==> config.mk <==
export PLATFORM = sky130hd
export DESIGN_NAME = bomb_game_ctrl_flat
export DESIGN_NICKNAME = d
export VERILOG_FILES = /design/src/rtl/bomb_game_ctrl_if.sv /design/src/rtl/bomb_game_ctrl.sv /design/src/flat_wrapper.sv
export SDC_FILE = /design/constraint.sdc
export NUM_CORES = 1
export LEC_CHECK = 0
export ABC_AREA = 0
export CAP_MARGIN = 10
export CORE_ASPECT_RATIO = 0.75
export CORE_MARGIN = 4
export CORE_UTILIZATION = 53
export CTS_BUF_LIST = sky130_fd_sc_hd__clkbuf_8
export DETAILED_ROUTE_END_ITERATION = 12
export PLACE_DENSITY = 0.87
export SKIP_LAST_GASP = 1
export SLEW_MARGIN = 20
export SYNTH_ARGS = -nofsm -noshare
export SYNTH_HDL_FRONTEND = slang
export SYNTH_SLANG_ARGS = --single-unit
export TNS_END_PERCENT = 5
==> constraint.sdc <==
create_clock -name clk -period 2.9 [get_ports clk]
set_input_delay 0.58 -clock clk [delete_from_list [all_inputs] [get_ports clk]]
set_output_delay 0.58 -clock clk [all_outputs]
set_load 0.005 [all_outputs]
==> src/rtl/bomb_game_ctrl_if.sv <==
// -----------------------------------------------------------------------------
// bomb_game_ctrl_if
// Link between the game controller and the Cronometer.
//   cron_start : controller -> Cronometer, one-cycle start pulse
//   cron_reset : controller -> Cronometer, one-cycle reload pulse
//   game_won   : controller -> Cronometer, level, freezes the display
//   time_over  : Cronometer -> controller, level, countdown expired
// Modports: master = controller side, slave = Cronometer side.
// -----------------------------------------------------------------------------
interface bomb_game_ctrl_if;
    logic cron_start;
    logic cron_reset;
    logic game_won;
    logic time_over;

    modport master (
        output cron_start,
        output cron_reset,
        output game_won,
        input  time_over
    );

    modport slave (
        input  cron_start,
        input  cron_reset,
        input  game_won,
        output time_over
    );
endinterface

==> src/rtl/bomb_game_ctrl.sv <==
// -----------------------------------------------------------------------------
// bomb_game_ctrl
// Game sequencer for the time bomb: conditions the pushbuttons, arms the
// Cronometer, checks the defuse code digit by digit and counts strikes.
//
// Ports:
//   clk, reset (sync, active-high)
//   btn_start, btn_digit[3:0] : raw asynchronous button levels
//   tick_1s                   : one-cycle pulse per second
//   cron                      : Cronometer link (cron_start/cron_reset/
//                               game_won out, time_over in)
//   exploded, alarm           : indicator levels
//   strikes[1:0], code_pos[2:0], state[2:0] : game status
//
// Optional feature macro: STRIKE_LOCKOUT_EN -- after a non-fatal wrong digit,
// digit presses are discarded for LOCKOUT_TICKS seconds and alarm is held high.
// -----------------------------------------------------------------------------
module bomb_game_ctrl #(
    parameter int          CODE_LEN      = 4,
    parameter logic [15:0] CODE          = 16'b11_10_01_00,
    parameter int          MAX_STRIKES   = 3,
    parameter int          LOCKOUT_TICKS = 2
) (
    input  logic                    clk,
    input  logic                    reset,
    input  logic                    btn_start,
    input  logic [3:0]              btn_digit,
    input  logic                    tick_1s,
    bomb_game_ctrl_if.master        cron,
    output logic                    exploded,
    output logic                    alarm,
    output logic [1:0]              strikes,
    output logic [2:0]              code_pos,
    output logic [2:0]              state
);

    typedef enum logic [2:0] {
        S_IDLE     = 3'd0,
        S_RUNNING  = 3'd1,
        S_DEFUSED  = 3'd2,
        S_EXPLODED = 3'd3
    } state_e;

    // Button synchronizers and previous-value flops for edge detection
    logic       start_meta_q, start_sync_q, start_prev_q;
    logic [3:0] dig_meta_q, dig_sync_q, dig_prev_q;

    // Game state
    state_e     state_q, state_d;
    logic [1:0] strikes_q, strikes_d;
    // One extra bit so the counter can hold CODE_LEN=8 internally
    logic [3:0] code_pos_q, code_pos_d;
    logic       alarm_q, alarm_d;
    logic       cron_start_q, cron_start_d;
    logic       cron_reset_q, cron_reset_d;
    logic       game_won_q, game_won_d;
    logic       exploded_q, exploded_d;

    logic       start_press_s;
    logic [3:0] dig_rise_s;
    logic       dig_event_s;
    logic       dig_single_s;
    logic [1:0] dig_val_s;
    logic [1:0] code_digit_s;
    logic [1:0] strikes_inc_s;
    logic       dig_accept_s;

`ifdef STRIKE_LOCKOUT_EN
    logic [7:0] lock_q, lock_d;
`endif

    // Two-flop synchronizers followed by the edge-detector history flops
    always_ff @(posedge clk) begin
        if (reset) begin
            start_meta_q <= 1'b0;
            start_sync_q <= 1'b0;
            start_prev_q <= 1'b0;
            dig_meta_q   <= 4'd0;
            dig_sync_q   <= 4'd0;
            dig_prev_q   <= 4'd0;
        end else begin
            start_meta_q <= btn_start;
            start_sync_q <= start_meta_q;
            start_prev_q <= start_sync_q;
            dig_meta_q   <= btn_digit;
            dig_sync_q   <= dig_meta_q;
            dig_prev_q   <= dig_sync_q;
        end
    end

    // Press events and digit decode
    always_comb begin
        start_press_s = start_sync_q & ~start_prev_q;
        dig_rise_s    = dig_sync_q & ~dig_prev_q;
        dig_event_s   = |dig_rise_s;
        dig_single_s  = $onehot(dig_rise_s);
        case (dig_rise_s)
            4'b0001: dig_val_s = 2'd0;
            4'b0010: dig_val_s = 2'd1;
            4'b0100: dig_val_s = 2'd2;
            4'b1000: dig_val_s = 2'd3;
            default: dig_val_s = 2'd0;
        endcase
        code_digit_s  = CODE[{code_pos_q[2:0], 1'b0} +: 2];
        strikes_inc_s = strikes_q + 2'd1;
`ifdef STRIKE_LOCKOUT_EN
        dig_accept_s  = dig_event_s & (lock_q == 8'd0);
`else
        dig_accept_s  = dig_event_s;
`endif
    end

    // Next-state and registered-output logic
    always_comb begin
        state_d      = state_q;
        strikes_d    = strikes_q;
        code_pos_d   = code_pos_q;
        alarm_d      = alarm_q;
        cron_start_d = 1'b0;
        cron_reset_d = 1'b0;
`ifdef STRIKE_LOCKOUT_EN
        lock_d       = lock_q;
`endif
        case (state_q)
            S_IDLE: begin
                alarm_d = 1'b0;
                if (start_press_s) begin
                    cron_reset_d = 1'b1;
                    cron_start_d = 1'b1;
                    strikes_d    = 2'd0;
                    code_pos_d   = 4'd0;
                    state_d      = S_RUNNING;
                end else begin
                    state_d = S_IDLE;
                end
            end
            S_RUNNING: begin
                if (tick_1s) begin
                    alarm_d = ~alarm_q;
                end else begin
                    alarm_d = alarm_q;
                end
`ifdef STRIKE_LOCKOUT_EN
                if (tick_1s && (lock_q != 8'd0)) begin
                    lock_d = lock_q - 8'd1;
                end else begin
                    lock_d = lock_q;
                end
`endif
                // Countdown expiry beats any same-cycle digit, even the last one
                if (cron.time_over) begin
                    state_d = S_EXPLODED;
                    alarm_d = 1'b1;
                end else if (dig_accept_s) begin
                    if (dig_single_s && (dig_val_s == code_digit_s)) begin
                        code_pos_d = code_pos_q + 4'd1;
                        if (code_pos_q == 4'(CODE_LEN - 1)) begin
                            state_d = S_DEFUSED;
                            alarm_d = 1'b0;
                        end else begin
                            state_d = S_RUNNING;
                        end
                    end else begin
                        code_pos_d = 4'd0;
                        if (strikes_q != 2'(MAX_STRIKES)) begin
                            strikes_d = strikes_inc_s;
                        end else begin
                            strikes_d = strikes_q;
                        end
                        if (strikes_inc_s == 2'(MAX_STRIKES)) begin
                            state_d = S_EXPLODED;
                            alarm_d = 1'b1;
                        end else begin
`ifdef STRIKE_LOCKOUT_EN
                            lock_d = 8'(LOCKOUT_TICKS);
`endif
                            state_d = S_RUNNING;
                        end
                    end
                end else begin
                    state_d = S_RUNNING;
                end
            end
            S_DEFUSED: begin
                alarm_d = 1'b0;
                if (start_press_s) begin
                    cron_reset_d = 1'b1;
                    strikes_d    = 2'd0;
                    code_pos_d   = 4'd0;
                    state_d      = S_IDLE;
                end else begin
                    state_d = S_DEFUSED;
                end
            end
            S_EXPLODED: begin
                if (start_press_s) begin
                    cron_reset_d = 1'b1;
                    strikes_d    = 2'd0;
                    code_pos_d   = 4'd0;
                    alarm_d      = 1'b0;
                    state_d      = S_IDLE;
                end else begin
                    alarm_d = 1'b1;
                    state_d = S_EXPLODED;
                end
            end
            default: begin
                state_d    = S_IDLE;
                strikes_d  = 2'd0;
                code_pos_d = 4'd0;
                alarm_d    = 1'b0;
            end
        endcase
`ifdef STRIKE_LOCKOUT_EN
        // Lockout only lives inside RUNNING; it also pins the alarm high
        if (state_d != S_RUNNING) begin
            lock_d = 8'd0;
        end else if (lock_d != 8'd0) begin
            alarm_d = 1'b1;
        end else begin
            lock_d = lock_d;
        end
`endif
        game_won_d = (state_d == S_DEFUSED);
        exploded_d = (state_d == S_EXPLODED);
    end

    // State and output registers
    always_ff @(posedge clk) begin
        if (reset) begin
            state_q      <= S_IDLE;
            strikes_q    <= 2'd0;
            code_pos_q   <= 4'd0;
            alarm_q      <= 1'b0;
            cron_start_q <= 1'b0;
            cron_reset_q <= 1'b0;
            game_won_q   <= 1'b0;
            exploded_q   <= 1'b0;
        end else begin
            state_q      <= state_d;
            strikes_q    <= strikes_d;
            code_pos_q   <= code_pos_d;
            alarm_q      <= alarm_d;
            cron_start_q <= cron_start_d;
            cron_reset_q <= cron_reset_d;
            game_won_q   <= game_won_d;
            exploded_q   <= exploded_d;
        end
    end

`ifdef STRIKE_LOCKOUT_EN
    // Lockout countdown register
    always_ff @(posedge clk) begin
        if (reset) begin
            lock_q <= 8'd0;
        end else begin
            lock_q <= lock_d;
        end
    end
`endif

    assign cron.cron_start = cron_start_q;
    assign cron.cron_reset = cron_reset_q;
    assign cron.game_won   = game_won_q;
    assign exploded        = exploded_q;
    assign alarm           = alarm_q;
    assign strikes         = strikes_q;
    assign code_pos        = code_pos_q[2:0];
    assign state           = state_q;

endmodule

==> src/flat_wrapper.sv <==
// flat-port wrapper written by rule: the top's interface ports become plain ports
module bomb_game_ctrl_flat 
#(
    parameter int          CODE_LEN      = 4,
    parameter logic [15:0] CODE          = 16'b11_10_01_00,
    parameter int          MAX_STRIKES   = 3,
    parameter int          LOCKOUT_TICKS = 2
)
  (clk, reset, btn_start, btn_digit, tick_1s, exploded, alarm, strikes, code_pos, state, cron_cron_start, cron_cron_reset, cron_game_won, cron_time_over);
  bomb_game_ctrl_if cron_i ();
  input  logic clk;
  input  logic reset;
  input  logic btn_start;
  input  logic [3:0] btn_digit;
  input  logic tick_1s;
  output logic exploded;
  output logic alarm;
  output logic [1:0] strikes;
  output logic [2:0] code_pos;
  output logic [2:0] state;
  output wire logic [$bits(cron_i.cron_start)-1:0] cron_cron_start;
  output wire logic [$bits(cron_i.cron_reset)-1:0] cron_cron_reset;
  output wire logic [$bits(cron_i.game_won)-1:0] cron_game_won;
  input wire logic [$bits(cron_i.time_over)-1:0] cron_time_over;
  assign cron_cron_start = cron_i.cron_start;
  assign cron_cron_reset = cron_i.cron_reset;
  assign cron_game_won = cron_i.game_won;
  assign cron_i.time_over = cron_time_over;
  bomb_game_ctrl #(.CODE_LEN(CODE_LEN), .CODE(CODE), .MAX_STRIKES(MAX_STRIKES), .LOCKOUT_TICKS(LOCKOUT_TICKS)) u_core (.clk(clk), .reset(reset), .btn_start(btn_start), .btn_digit(btn_digit), .tick_1s(tick_1s), .cron(cron_i), .exploded(exploded), .alarm(alarm), .strikes(strikes), .code_pos(code_pos), .state(state));
endmodule
---- After elaboration in Yosys (flattened, before gate mapping) ----
Cells that the tools add are included.
storage, ports and cells
  register bits ........................... 29
  input bits .............................. 9
  output and inout bits ................... 13
  logic and storage cells ................. 83
cells by class
  add/subtract/negate cells ............... 5
  eq/ne operators ......................... 18
  shift operators ......................... 1
  multiplexer cells ....................... 30
  bitwise logic cells ..................... 7
  reductions and logical operators ........ 8
operators by type and width
  kind                       number
  $mux W2                    9
  $mux W4                    4
  $shiftx A16 B5 Y2 const A  1
  $eq A3 B2 Y1 const B       4
  $pmux W3 S4                1
  $mux W1                    9
  $mux W3                    3
  $eq A4 B2 Y1 const B       2
  $pmux W4 S2                1
  $eq A3 B1 Y1 const B       2
  $ne A2 B1 Y1 const B       3
  $ne A2 B2 Y1 const B       3
  $pmux W2 S3                1
  $reduce_and A5 Y1          1
  $add A1 B1 Y2              2
  $add A4 B1 Y4 const B      1
  $and A4 B4 Y4              1
  $eq A4 B3 Y1 const B       1
  $eq A4 B4 Y1 const B       1
  $not A1 Y1                 4
  $not A4 Y4                 1
  $pmux W2 S2                1
  $reduce_or A2 Y1           2
  $reduce_or A4 Y1           1
  other kinds (10)           10

---- Logic depth before layout (Yosys ltp) ----
  word-level depth ........................ 11
  depth in mapped cells ................... 9
  gate-level depth less buffers ........... 9

---- Worst setup path before layout ----
No wires, ideal clock.
  kind .................................... register to register
  start point ............................. register u_core.dig_prev_q[0]
  end point ............................... register u_core.code_pos_q[0]
  setup time .............................. 0.064 ns
  arrival time ............................ 2.120 ns
  required time ........................... 2.836 ns
  slack ................................... 0.715 ns
  stages on the path, launching flop included .. 10
  path buffers ............................ 0
  clock period less this slack ............ 2.185 ns
  cells stage by stage .................... dfxtp_1 > nand2b_1 > ha_1 > inv_1 > ha_1 > fa_1 > nor2_1 > o211ai_2 > a311o_1 > nor2_1
on the way
  cells in the longest elaborated chain, start to end .. 10
  elaborated cells between the ends (all ways) .. 18
  those cells by class .................... 2 x add/sub; 6 x eq/ne; 5 x mux; 2 x bitwise; 3 x reduce/logical
ends and longest elaborated chain
  element                                                                    line                                         RTL
  start: declaration                                                         bomb_game_ctrl.sv:46                         logic [3:0] dig_meta_q, dig_sync_q, dig_prev_q;
  start signal: assignment                                                   bomb_game_ctrl.sv:87                         dig_prev_q <= dig_sync_q;
  $not A4 Y4 *                                                               bomb_game_ctrl.sv:94                         dig_rise_s = dig_sync_q & ~dig_prev_q;
  $and A4 B4 Y4 *                                                            bomb_game_ctrl.sv:94
  $add A1 B1 Y2 (implied by the code), or another cell as far along          bomb_game_ctrl.sv:96                         dig_single_s = $onehot(dig_rise_s);
  $add A3 B3 Y3 (implied by the code) / $pmux W2 S3 (equally long branches)  bomb_game_ctrl.sv:96, bomb_game_ctrl.sv:97
  $eq A3 B1 Y1 / $eq A2 B2 Y1 (equally long branches)                        bomb_game_ctrl.sv:96, bomb_game_ctrl.sv:155
  $logic_and A1 B1 Y1                                                        bomb_game_ctrl.sv:155                        if (dig_single_s && (dig_val_s == code_digit_s)) begin
  $mux W4                                                                    bomb_game_ctrl.sv:155
  $mux W4                                                                    bomb_game_ctrl.sv:154                        end else if (dig_accept_s) begin
  $mux W4                                                                    bomb_game_ctrl.sv:151                        if (cron.time_over) begin
  $pmux W4 S2                                                                bomb_game_ctrl.sv:124                        case (state_q)
  end signal: assignment                                                     bomb_game_ctrl.sv:242                        code_pos_q <= code_pos_d;
  end: declaration                                                           bomb_game_ctrl.sv:52                         logic [3:0] code_pos_q, code_pos_d;
Every way passes the cells marked *; elsewhere a longest branch is shown, timed or not. The select of a mux whose other input is x is not followed.
A chain may end at the register's enable or synchronous reset.

---- Worst setup path after layout ----
  start point ............................. register u_core.dig_sync_q[1]
  end point ............................... register u_core.code_pos_q[2]
on the way
  cells in the longest elaborated chain, start to end .. 9
  elaborated cells between the ends (all ways) .. 17
  those cells by class .................... 2 x add/sub; 6 x eq/ne; 5 x mux; 1 x bitwise; 3 x reduce/logical
ends and longest elaborated chain
  element                                                                    line                                         RTL
  start: declaration                                                         bomb_game_ctrl.sv:46
  start signal: assignment                                                   bomb_game_ctrl.sv:86                         dig_sync_q <= dig_meta_q;
  $and A4 B4 Y4 *                                                            bomb_game_ctrl.sv:94
  $add A1 B1 Y2 (implied by the code), or another cell as far along          bomb_game_ctrl.sv:96
  $add A3 B3 Y3 (implied by the code) / $pmux W2 S3 (equally long branches)  bomb_game_ctrl.sv:96, bomb_game_ctrl.sv:97
  $eq A3 B1 Y1 / $eq A2 B2 Y1 (equally long branches)                        bomb_game_ctrl.sv:96, bomb_game_ctrl.sv:155
  $logic_and A1 B1 Y1                                                        bomb_game_ctrl.sv:155
  $mux W4                                                                    bomb_game_ctrl.sv:155
  $mux W4                                                                    bomb_game_ctrl.sv:154
  $mux W4                                                                    bomb_game_ctrl.sv:151
  $pmux W4 S2                                                                bomb_game_ctrl.sv:124
Marks and branches as above.

==> flow_summary.yaml <==
status:
  status: "finished clean"
drt:
  routedWlPerCell_um: 12.3
  dr.pass1.iters: 4
  vias: 945
  drc: 0
  ant_nets: 0
  drt-initial-drc-count: 56
  wl_um: 2250
  vias_per_cell: 5.16
global_routing:
  grt_pass1_wl_um: 3960
  grt_max_degree: 20
  grt_pass1_vias: 863
  grt_overflow: 0
  grt_use_total_pct: 15.6
  antenna_found_initial: 0
layout:
  antenna_cells: 0
  drive_gt1_share_pct: 6.62
  syn2layout_area_growth_pct: 22.5
  fin_util_pct: 72.4
  fin_nets: 169
worst_hold_path:
  holdPathStages: 1
  min_path_type: "flip-flop to flip-flop"
synth:
  synth.area.top_cells: "dfxtp_1 45%, nor2b_1 9.0%, ha_1 7.0%"
  yosys.cell_count.top_type: "dfxtp_1"
  avgSynthCellArea_um2: 9.50
  synth_common_cells: "28 x dfxtp_1, 18 x nor2b_1, 15 x nor2_1"
  synthSimpleGateAreaFrac_pct: 26.9
  synth_nets: 149
  synthXorXnorAreaFrac_pct: 3.49
  async_reset_ff_share_pct: 0
  syn_area_um2: 1250
  synth_ff_type: "dfxtp_1"
  synthCells: 132
  yosysSeqAreaShare_pct: 44.7
  synthAdderAreaFrac_pct: 8.58
  synth_top_family_by_area: "simple AND/OR/NAND/NOR gates"
  synth_mux_area_share_pct: 2.40
  ys_seq_elements: 28
  synth_compound_gate_area_share_pct: 9.08
  synth_cell_types: 36
  ys_warn_count: 0
  synth_top_area_share_pct: 44.7
  yosys.area.top_type: "dfxtp_1"
  synth_edf_count: 0
pwr:
  peakVddDrop_uv: 522
  leakagePower_nw: 0.637
  p_int_w: 0.000624
  p_seq_share_pct: 51.3
  switching_share_pct: 20.9
  clock_power_share_pct: 38.3
  powerDensity_nw_per_um2: 514
  combPwrFrac_pct: 10.5
  switchingPower_w: 0.000165
  power_w: 0.000789
setup_path:
  cp-end-kind: "flip-flop"
  arrival_ps: 2630
  r2r_cells: 9
  cp_max_fo: 5
  startpoint_type: "flip-flop"
  crit_type: "flip-flop to flip-flop"
  critical_path_required_ps: 3120
cts:
  root_buffer: "clkbuf_8"
  cts_tree: "done"
  hold_buffers: 0
  clk_latency_ps: 280
  cts_max_path_buffers: 2
  cts_buffers: 3
  postCtsSetupBuffers: 0
  clk_pin_slew_worst_paths_ps: 90
  cts.sink_count: 28
  h-tree-depth: 1
  cts_resized: 0
timing:
  rsz0062_at_grt: "false"
  finalHoldViolations: 0
  finalSetupTns_ps: 0
  finalSetupViolCount: 0
  finalCritPeriodShare_pct: 83.0
  fin_skew_ps: 6.48
  drv_slew: 0
  clock.fmax_mhz: 416
  finalCriticalPeriod_ps: 2410
floorplan:
  core_um2: 2120
  start_util_pct: 59.1
  die_y_um: 50.1
  pin_count: 22
  die_w_um: 64.2
  fp-row-count: 14
  dieArea_um2: 3220
flow_run:
  maxCapViolations: 0
placement:
  place.gp.congestion: 0.796
  dp_hpwl_um: 1700
  port_buffers: 20
-- cells in the final DEF (no fill, tap or decap), drive strengths merged, types with 2 or more instances in the layout --
cell / Yosys / routed
dfxtp: 28 / 28
clkdlybuf4s50: 0 / 20
nor2b: 18 / 18
nor2: 15 / 15
nand2: 10 / 10
ha: 7 / 7
nand2b: 6 / 6
inv: 5 / 5
a21oi: 4 / 4
xor2: 3 / 3
or3: 3 / 3
mux2i: 3 / 3
clkbuf: 2 / 3
xnor2: 2 / 2
nor3: 2 / 2
-- state kept, by name, summed over array words and instances, names as in the netlist --
name                    flops
u_core.alarm                1
u_core.code_pos_q           4
u_core.cron.cron_reset      1
u_core.cron.cron_start      1
u_core.cron.game_won        1
u_core.dig_meta_q           4
u_core.dig_prev_q           4
u_core.dig_sync_q           4
u_core.exploded             1
u_core.start_meta_q         1
u_core.start_prev_q         1
u_core.start_sync_q         1
u_core.state                2
u_core.strikes              2
-- worst max-delay path: stages, from the launching register on --
cell	delay (ps)
dfxtp_1	330
nor2b_1	220
ha_1	270
inv_1	80
ha_1	170
fa_1	410
nor2_1	130
o211ai_2	160
a311o_1	450
nor2_1	120
-- cell families after synthesis --
family,Yosys count
multiplexers,3
other,1
adder cells (fa/ha/maj),8
buffers and inverters,11
AO/OA/AOI/OAI,14
AND/OR/NAND/NOR,62
XOR/XNOR,5
flip-flops,28
-- stage by stage --
step           hold slack (ps)  worst slack, ps  area (um^2)  cells
6_report                   432              494         1540    183
5_1_grt                    466              270         1540    183
4_1_cts                    441              479         1540    183
3_5_place_dp               425              504         1460    179
3_3_place_gp               418              592         1460    179
2_1_floorplan              414              715         1250    132
-- worst paths after layout --
check | startpoint | endpoint | slack [ps]
setup reg to reg | u_core.dig_sync_q[1]$_SDFF_PP0_ | u_core.code_pos_q[2]$_SDFFE_PP0P_ | 490
hold reg to reg | u_core.dig_meta_q[1]$_SDFF_PP0_ | u_core.dig_sync_q[1]$_SDFF_PP0_ | 430
setup / recovery | u_core.dig_sync_q[1]$_SDFF_PP0_ | u_core.code_pos_q[2]$_SDFFE_PP0P_ | 490
hold / removal | u_core.dig_meta_q[1]$_SDFF_PP0_ | u_core.dig_sync_q[1]$_SDFF_PP0_ | 430
-- per-layer routing --
metal | track usage [%] | up-vias | wire [um]
met5 | 0 | - | 0
met4 | 3.16 | 0 | 18
met3 | 6.59 | 4 | 113
met2 | 24.9 | 16 | 1060
met1 | 19.9 | 452 | 1060
li1 | - | 473 | -
-- power by group through the flow --
| stage | registers, W | logic, W | clock network, W |
|---|---|---|---|
| finish | 0.000404 | 0.0000827 | 0.000302 |
| global route | 0.000407 | 0.0000925 | 0.000328 |
| CTS | 0.000405 | 0.0000832 | 0.000309 |
| detailed placement | 0.000414 | 0.0000826 | 0 |
| global placement | 0.000413 | 0.0000796 | 0 |
| floorplan | 0.000412 | 0.0000548 | 0 |
-- area by class of cell --
cell class              instances  area (um^2)
fillers                       158          584
multi-input cells              93          637
well taps                      32         40.0
clock inverters                 1         30.0
clock buffers                   3         41.3
flip-flops and latches         28          561
inverters                       5         18.8
repair buffers                 21          208
No activity file was read; power rests on OpenSTA's default activity.
